`config.mk`:
```
export PLATFORM = sky130hd
export DESIGN_NAME = pwm_fade_ctrl_flat
export DESIGN_NICKNAME = d
export VERILOG_FILES = /design/src/rtl/pwm_pkg.sv /design/src/rtl/pwm_fade_ctrl_if.sv /design/src/rtl/pwm_tick_gen.sv /design/src/rtl/pwm_fade_ctrl.sv /design/src/flat_wrapper.sv
export SDC_FILE = /design/constraint.sdc
export NUM_CORES = 1
export LEC_CHECK = 0
export CORE_UTILIZATION = 40
export CTS_CLUSTER_SIZE = 16
export DETAILED_ROUTE_END_ITERATION = 12
export PLACE_DENSITY = 0.69
export SETUP_SLACK_MARGIN = 0.05
export SKIP_CTS_REPAIR_TIMING = 1
export SLEW_MARGIN = 15
export SYNTH_ARGS = -nofsm -noshare
export SYNTH_HDL_FRONTEND = slang
export SYNTH_SLANG_ARGS = --single-unit
```
`constraint.sdc`:
```
create_clock -name clock -period 3.9 [get_ports clock]
set_input_delay 1.17 -clock clock [delete_from_list [all_inputs] [get_ports clock]]
set_output_delay 1.17 -clock clock [all_outputs]
set_load 0.005 [all_outputs]
```
`src/rtl/pwm_pkg.sv`:
```
// Shared PWM definitions: default period/width so the PWM block and its
// sequencers agree, plus the fade controller state encoding.
package pwm_pkg;

    localparam int PWM_MAX_VALUE = 1000;
    localparam int PWM_BITS      = 10;

    typedef enum logic {
        IDLE,
        FADE
    } fade_state_t;

endpackage

```
`src/rtl/pwm_fade_ctrl_if.sv`:
```
// Target handoff channel between a fade requester and pwm_fade_ctrl.
// A new target/step_period pair transfers when target_valid && target_ready.
interface pwm_fade_ctrl_if
    import pwm_pkg::*;
#(
    parameter int BITS      = PWM_BITS,
    parameter int STEP_BITS = 16
);
    logic                 target_valid;
    logic                 target_ready;
    logic [BITS-1:0]      target;
    logic [STEP_BITS-1:0] step_period;

    modport master (
        output target_valid,
        output target,
        output step_period,
        input  target_ready
    );

    modport slave (
        input  target_valid,
        input  target,
        input  step_period,
        output target_ready
    );
endinterface

```
`src/rtl/pwm_tick_gen.sv`:
```
// Tick prescaler: registered one-cycle tick every TICK_DIV clocks,
// first tick TICK_DIV clocks after reset release.
module pwm_tick_gen #(
    parameter int TICK_DIV = 50
) (
    input  logic clock,
    input  logic reset_n,
    output logic tick
);
    localparam int            DW   = (TICK_DIV > 1) ? $clog2(TICK_DIV) : 1;
    localparam logic [DW-1:0] LAST = DW'(TICK_DIV - 1);

    logic [DW-1:0] div_cnt_reg;
    logic          tick_reg;

    always_ff @(posedge clock or negedge reset_n) begin
        if (!reset_n) begin
            div_cnt_reg <= '0;
            tick_reg    <= 1'b0;
        end else begin
            tick_reg    <= (div_cnt_reg == LAST);
            div_cnt_reg <= (div_cnt_reg == LAST) ? '0 : div_cnt_reg + 1'b1;
        end
    end

    assign tick = tick_reg;
endmodule

```
`src/rtl/pwm_fade_ctrl.sv`:
```
// PWM fade sequencer: ramps value one LSB per step_period PWM periods,
// changing only at period boundaries. Define PWM_FADE_RETARGET_EN to allow retargeting mid-fade.
module pwm_fade_ctrl
    import pwm_pkg::*;
#(
    parameter int MAX_VALUE = PWM_MAX_VALUE,
    parameter int BITS      = PWM_BITS,
    parameter int TICK_DIV  = 50,
    parameter int STEP_BITS = 16
) (
    input  logic            clock,
    input  logic            reset_n,
    pwm_fade_ctrl_if.slave  req,
    output logic            tick,
    output logic [BITS-1:0] value,
    output logic            busy,
    output logic            done
);
    localparam int              PW       = (MAX_VALUE > 1) ? $clog2(MAX_VALUE) : 1;
    localparam logic [PW-1:0]   PER_LAST = PW'(MAX_VALUE - 1);
    localparam logic [BITS-1:0] VMAX     = BITS'(MAX_VALUE);

    fade_state_t          state_reg;
    logic [PW-1:0]        per_cnt_reg;
    logic [BITS-1:0]      value_reg;
    logic [BITS-1:0]      tgt_reg;
    logic [STEP_BITS-1:0] sp_reg;
    logic [STEP_BITS-1:0] step_cnt_reg;
    logic                 busy_reg;
    logic                 done_reg;

    logic                 boundary;
    logic                 accept;
    logic [BITS-1:0]      target_clamped;
    logic [STEP_BITS-1:0] step_eff;
    logic                 step_due;
    logic [BITS-1:0]      value_stepped;

    pwm_tick_gen #(
        .TICK_DIV (TICK_DIV)
    ) u_tick_gen (
        .clock   (clock),
        .reset_n (reset_n),
        .tick    (tick)
    );

`ifdef PWM_FADE_RETARGET_EN
    assign req.target_ready = 1'b1;
`else
    assign req.target_ready = (state_reg == IDLE);
`endif

    assign boundary       = tick && (per_cnt_reg == PER_LAST);
    assign accept         = req.target_valid && req.target_ready;
    assign target_clamped = (req.target > VMAX) ? VMAX : req.target;
    assign step_eff       = (req.step_period == '0) ? STEP_BITS'(1) : req.step_period;

    // Value after this cycle's step (if any); a retarget is judged against it.
    assign step_due      = (state_reg == FADE) && boundary && (step_cnt_reg == '0);
    assign value_stepped = !step_due ? value_reg :
                           (tgt_reg > value_reg) ? value_reg + 1'b1 : value_reg - 1'b1;

    always_ff @(posedge clock or negedge reset_n) begin
        if (!reset_n) begin
            state_reg    <= IDLE;
            per_cnt_reg  <= '0;
            value_reg    <= '0;
            tgt_reg      <= '0;
            sp_reg       <= '0;
            step_cnt_reg <= '0;
            busy_reg     <= 1'b0;
            done_reg     <= 1'b0;
        end else begin
            done_reg <= 1'b0;
            if (tick) begin
                per_cnt_reg <= (per_cnt_reg == PER_LAST) ? '0 : per_cnt_reg + 1'b1;
            end
            case (state_reg)
                IDLE: begin
                    if (accept) begin
                        tgt_reg <= target_clamped;
                        sp_reg  <= step_eff;
                        if (target_clamped == value_reg) begin
                            done_reg <= 1'b1;
                        end else begin
                            busy_reg     <= 1'b1;
                            step_cnt_reg <= step_eff - 1'b1;
                            state_reg    <= FADE;
                        end
                    end
                end
                FADE: begin
                    if (boundary) begin
                        if (step_cnt_reg != '0) begin
                            step_cnt_reg <= step_cnt_reg - 1'b1;
                        end else begin
                            value_reg    <= value_stepped;
                            step_cnt_reg <= sp_reg - 1'b1;
                            if (value_stepped == tgt_reg) begin
                                state_reg <= IDLE;
                                busy_reg  <= 1'b0;
                                done_reg  <= 1'b1;
                            end
                        end
                    end
`ifdef PWM_FADE_RETARGET_EN
                    // A new target supersedes the running fade, including one finishing now.
                    if (accept) begin
                        tgt_reg <= target_clamped;
                        sp_reg  <= step_eff;
                        if (target_clamped == value_stepped) begin
                            state_reg <= IDLE;
                            busy_reg  <= 1'b0;
                            done_reg  <= 1'b1;
                        end else begin
                            state_reg    <= FADE;
                            busy_reg     <= 1'b1;
                            done_reg     <= 1'b0;
                            step_cnt_reg <= step_eff - 1'b1;
                        end
                    end
`endif
                end
            endcase
        end
    end

    assign value = value_reg;
    assign busy  = busy_reg;
    assign done  = done_reg;
endmodule

```
`src/flat_wrapper.sv`:
```
// flat-port wrapper written by rule: the top's interface ports become plain ports
module pwm_fade_ctrl_flat import pwm_pkg::*;
#(
    parameter int MAX_VALUE = PWM_MAX_VALUE,
    parameter int BITS      = PWM_BITS,
    parameter int TICK_DIV  = 50,
    parameter int STEP_BITS = 16
)
  (clock, reset_n, tick, value, busy, done, req_target_valid, req_target, req_step_period, req_target_ready);
  pwm_fade_ctrl_if #(.BITS(BITS), .STEP_BITS(STEP_BITS)) req_i ();
  input  logic clock;
  input  logic reset_n;
  output logic tick;
  output logic [BITS-1:0] value;
  output logic busy;
  output logic done;
  input wire logic [$bits(req_i.target_valid)-1:0] req_target_valid;
  input wire logic [$bits(req_i.target)-1:0] req_target;
  input wire logic [$bits(req_i.step_period)-1:0] req_step_period;
  output wire logic [$bits(req_i.target_ready)-1:0] req_target_ready;
  assign req_i.target_valid = req_target_valid;
  assign req_i.target = req_target;
  assign req_i.step_period = req_step_period;
  assign req_target_ready = req_i.target_ready;
  pwm_fade_ctrl #(.MAX_VALUE(MAX_VALUE), .BITS(BITS), .TICK_DIV(TICK_DIV), .STEP_BITS(STEP_BITS)) u_core (.clock(clock), .reset_n(reset_n), .req(req_i), .tick(tick), .value(value), .busy(busy), .done(done));
endmodule
```
==> impl_metrics.prom <==
# TYPE chip_impl_metric gauge
chip_impl_metric{name="die_height",unit="um"} 111
chip_impl_metric{name="grt_overflow",unit=""} 0
chip_impl_info{name="timing.critical_path.from_type",value="register"} 1
chip_impl_metric{name="synth-edff-count",unit=""} 0
chip_impl_metric{name="critical_path.max_stage_delay",unit="ns"} 0.43
chip_impl_info{name="crit_chain",value="ha_4 > nand4_1 > o211ai_1 > o31ai_1 > a21oi_1 > inv_2 > ha_1 > a211oi_2 > o31ai_1 > a211o_1 > xnor2_1 > a211oi_2 > a21oi_1 > or3_1 > o32ai_2"} 1
chip_impl_metric{name="via_count",unit=""} 4130
chip_impl_metric{name="timing.setup.tns",unit="ns"} 0
chip_impl_metric{name="cts.htree.levels",unit=""} 3
chip_impl_info{name="synthFlopType",value="dfrtp_1"} 1
chip_impl_metric{name="ios",unit=""} 43
chip_impl_metric{name="final_min_period_over_clock_period",unit="%"} 93.2
chip_impl_metric{name="clock_pin_transition_on_the_worst_setup_and_hold_timing_paths",unit="ns"} 0.06
chip_impl_info{name="crit_path_top_delay_cell",value="dfrtp_1"} 1
chip_impl_metric{name="n_antenna_cell",unit=""} 0
chip_impl_metric{name="met3_usage",unit="%"} 4.05
chip_impl_metric{name="first_global_vias",unit=""} 4094
chip_impl_metric{name="antenna_found_initial",unit=""} 0
chip_impl_metric{name="numClockSinks",unit=""} 72
chip_impl_info{name="criticalPathCategory",value="reg2reg"} 1
chip_impl_metric{name="ant_nets",unit=""} 0
chip_impl_info{name="cts.root.buffer_cell",value="clkbuf_16"} 1
chip_impl_metric{name="irDropWorstVdd",unit="uV"} 319
chip_impl_metric{name="unique_masters_post_synth",unit=""} 60
chip_impl_info{name="hp-class",value="reg2reg"} 1
chip_impl_info{name="regToRegStartpoint",value="u_core.tgt_reg[9]"} 1
chip_impl_metric{name="final-instance-count-excl-fill",unit=""} 733
chip_impl_info{name="grt_busiest_layer",value="met2"} 1
chip_impl_metric{name="rows",unit=""} 39
chip_impl_metric{name="grt_start_max_net_pins",unit=""} 43
chip_impl_metric{name="reg2reg_setup_slack",unit="ns"} 0.26
chip_impl_metric{name="worstPathArrival",unit="ns"} 3.88
chip_impl_metric{name="met1_usage",unit="%"} 28.5
chip_impl_metric{name="drt_iter0_markers",unit=""} 234
chip_impl_metric{name="syn-mean-instance-area",unit="um^2"} 9.25
chip_impl_metric{name="timing.slew.headroom",unit="%"} 50.7
chip_impl_info{name="cp-end-kind",value="register"} 1
chip_impl_info{name="regToRegEndpoint",value="u_core.done"} 1
chip_impl_metric{name="post-route-min-period",unit="ns"} 3.64
chip_impl_metric{name="powerDensity",unit="nW/um^2"} 563
chip_impl_metric{name="syn-cell-area",unit="um^2"} 4740
chip_impl_metric{name="wl",unit="um"} 12400
chip_impl_info{name="crit_end",value="u_core.done"} 1
chip_impl_info{name="cpLargestDelayFamily",value="compound AO/OA/AOI/OAI gates"} 1
chip_impl_metric{name="clock_skew",unit="ns"} 0.00522
chip_impl_metric{name="crit_path_max_fanout",unit=""} 4
chip_impl_metric{name="max_freq",unit="MHz"} 275
chip_impl_metric{name="gp_congestion",unit=""} 0.897
chip_impl_metric{name="initial_core_util",unit="%"} 41.4
chip_impl_info{name="tritoncts",value="done"} 1
chip_impl_metric{name="global_route_wire_length_before_repair",unit="um"} 20400
chip_impl_metric{name="max-clock-path-buffers",unit=""} 2
chip_impl_metric{name="setup_viol",unit=""} 0
chip_impl_metric{name="share_of_cells_above_drive_strength_1",unit="%"} 18.6
chip_impl_metric{name="cp_data_required_time",unit="ns"} 4.14
chip_impl_metric{name="cp_num_buf_inv",unit=""} 1
chip_impl_metric{name="yosys_register_bits",unit=""} 72
chip_impl_metric{name="postSynthNetCount",unit=""} 566
chip_impl_metric{name="ys_async_sr_fraction",unit="%"} 100
chip_impl_metric{name="detail_route.vias_per_cell",unit=""} 5.63
chip_impl_metric{name="drt-wirelength-per-cell",unit="um"} 16.9
chip_impl_metric{name="area_added_between_synthesis_and_finish",unit="%"} 25.7
chip_impl_metric{name="clock_latency",unit="ns"} 0.34
chip_impl_info{name="worst_setup_path_startpoint",value="u_core.tgt_reg[9]"} 1
chip_impl_metric{name="dp.cells",unit=""} 717
chip_impl_metric{name="syn_inst",unit=""} 513
chip_impl_info{name="outcome",value="complete, no violations"} 1
chip_impl_metric{name="fin_hold_ws",unit="ns"} 0.492
chip_impl_metric{name="cts_made_buffers",unit=""} 9
chip_impl_metric{name="power.leakage",unit="nW"} 2.46
chip_impl_metric{name="ff2ff_path_depth",unit=""} 15
chip_impl_metric{name="final-hold-violation-count",unit=""} 0
chip_impl_metric{name="cap_violations",unit=""} 0
chip_impl_metric{name="final_non_filler_cell_area",unit="um^2"} 5970
chip_impl_metric{name="setup_ws",unit="ns"} 0.265
chip_impl_metric{name="globalRouteTotalUtil",unit="%"} 20.8
chip_impl_metric{name="cp.depth",unit=""} 15
chip_impl_metric{name="drt_pre_antenna_iters",unit=""} 5
chip_impl_metric{name="placedInstanceArea",unit="um^2"} 5560
chip_impl_metric{name="worst_pin_slew",unit="ns"} 0.740
chip_impl_info{name="rsz0062_at_grt",value="false"} 1
chip_impl_metric{name="synth.yosys.warnings",unit=""} 0
chip_impl_metric{name="final_nets",unit=""} 638
chip_impl_metric{name="drc",unit=""} 0
chip_impl_metric{name="yosysSeqAreaShare",unit="%"} 38.0
chip_impl_metric{name="slew_viol_final",unit=""} 0
chip_impl_metric{name="coreArea",unit="um^2"} 11500
chip_impl_metric{name="post-dp-hpwl",unit="um"} 9020
chip_impl_metric{name="die_area",unit="um^2"} 12300
chip_impl_metric{name="placement.setup.worst_slack",unit="ns"} 0.0140
chip_impl_metric{name="groute.layer.met2.usage",unit="%"} 32.9
chip_impl_metric{name="port-buffer-count",unit=""} 42
chip_impl_metric{name="die_w",unit="um"} 111
[metal layers]
metal	routed length [um]	share of wire, %
met5	0	0
met4	180	1.5
met3	668	5.4
met2	5840	47
met1	5680	46
[where the power goes]
| group | internal [mW] | switching [mW] |
|---|---|---|
| Combinational | 0.662 | 0.741 |
| Clock | 0.527 | 0.316 |
| Sequential | 0.924 | 0.188 |
[Yosys cell counts, types with 3 or more instances]
| cell | instances | share of area [%] |
|---|---|---|
| clkbuf_1 | 12 | 0.95 |
| a41oi_1 | 3 | 0.55 |
| nand4_1 | 6 | 0.79 |
| o21ai_0 | 43 | 4.5 |
| nand2b_1 | 4 | 0.53 |
| and4_1 | 3 | 0.55 |
| nand3_1 | 7 | 0.74 |
| buf_2 | 4 | 0.42 |
| a21oi_1 | 40 | 4.2 |
| a21o_1 | 4 | 0.63 |
| xnor2_1 | 39 | 7.2 |
| nor3b_1 | 4 | 0.63 |
| o31ai_1 | 3 | 0.47 |
| nor4_1 | 7 | 0.92 |
| nor3_1 | 12 | 1.3 |
| a211oi_1 | 6 | 0.95 |
| and3_1 | 3 | 0.40 |
| or3_1 | 4 | 0.53 |
| nor2b_1 | 4 | 0.53 |
| xor2_1 | 19 | 3.5 |
| nand2_1 | 46 | 3.6 |
| ha_1 | 23 | 6.1 |
| inv_1 | 17 | 1.3 |
| a31oi_1 | 11 | 1.5 |
| nor2_1 | 45 | 3.6 |
| mux2_2 | 27 | 6.4 |
| dfrtp_1 | 72 | 38 |
| o211ai_1 | 3 | 0.47 |
[cells by family after synthesis]
kind of cell	Yosys count	synth area share (%)
simple gates	160	17.4
compound gates	136	17.6
flops	72	38.0
xor+xnor	58	10.7
buf+inv	34	2.95
mux	29	6.83
fa+ha+maj	24	6.49
[cell usage in the layout, fill, tap and decap left out, types with 11 or more instances in the layout]
cell type / synthesis / final
nor3_1: 12 / 12
buf_4: 0 / 34
a21oi_1: 40 / 37
a31oi_1: 11 / 11
o21ai_0: 43 / 40
dfrtp_1: 72 / 72
clkdlybuf4s50_1: 0 / 41
nor2_1: 45 / 44
mux2_2: 27 / 27
xnor2_1: 39 / 37
xor2_1: 19 / 19
nand2_1: 46 / 45
inv_1: 17 / 16
ha_1: 23 / 20
[through the flow]
| step | util, % | total power, mW |
|---|---|---|
| 3_3_place_gp | 48.5 | 2.36 |
| 6_report | 52.0 | 3.36 |
| 4_1_cts | 51.2 | 3.26 |
| 2_1_floorplan | - | 1.99 |
| 3_5_place_dp | 48.5 | 2.40 |
| 5_1_grt | 52.0 | 3.57 |
[area by class of cell]
cell class,count,area [um^2]
clock buffer,11,253
clock inverter,5,55.1
fill,1001,5500
inverter,17,63.8
multi-input combinational,407,2900
sequential,72,1800
tap,143,179
timing repair buffer,78,711
[worst min path at each step]
stage                                startpoint                               end  slack [ns]  cells after the start
6_report       u_core.u_tick_gen.div_cnt_reg[0]  u_core.u_tick_gen.div_cnt_reg[0]        0.49                      1
5_1_grt                   u_core.per_cnt_reg[4]             u_core.per_cnt_reg[4]        0.52                      1
4_1_cts        u_core.u_tick_gen.div_cnt_reg[0]  u_core.u_tick_gen.div_cnt_reg[0]        0.49                      1
3_5_place_dp                   u_core.sp_reg[0]                  u_core.sp_reg[0]        0.48                      2
3_3_place_gp              u_core.per_cnt_reg[4]             u_core.per_cnt_reg[4]        0.47                      1
2_1_floorplan                  u_core.sp_reg[0]                  u_core.sp_reg[0]        0.45                      2
Note: power is estimated with default switching activity, not from simulation.
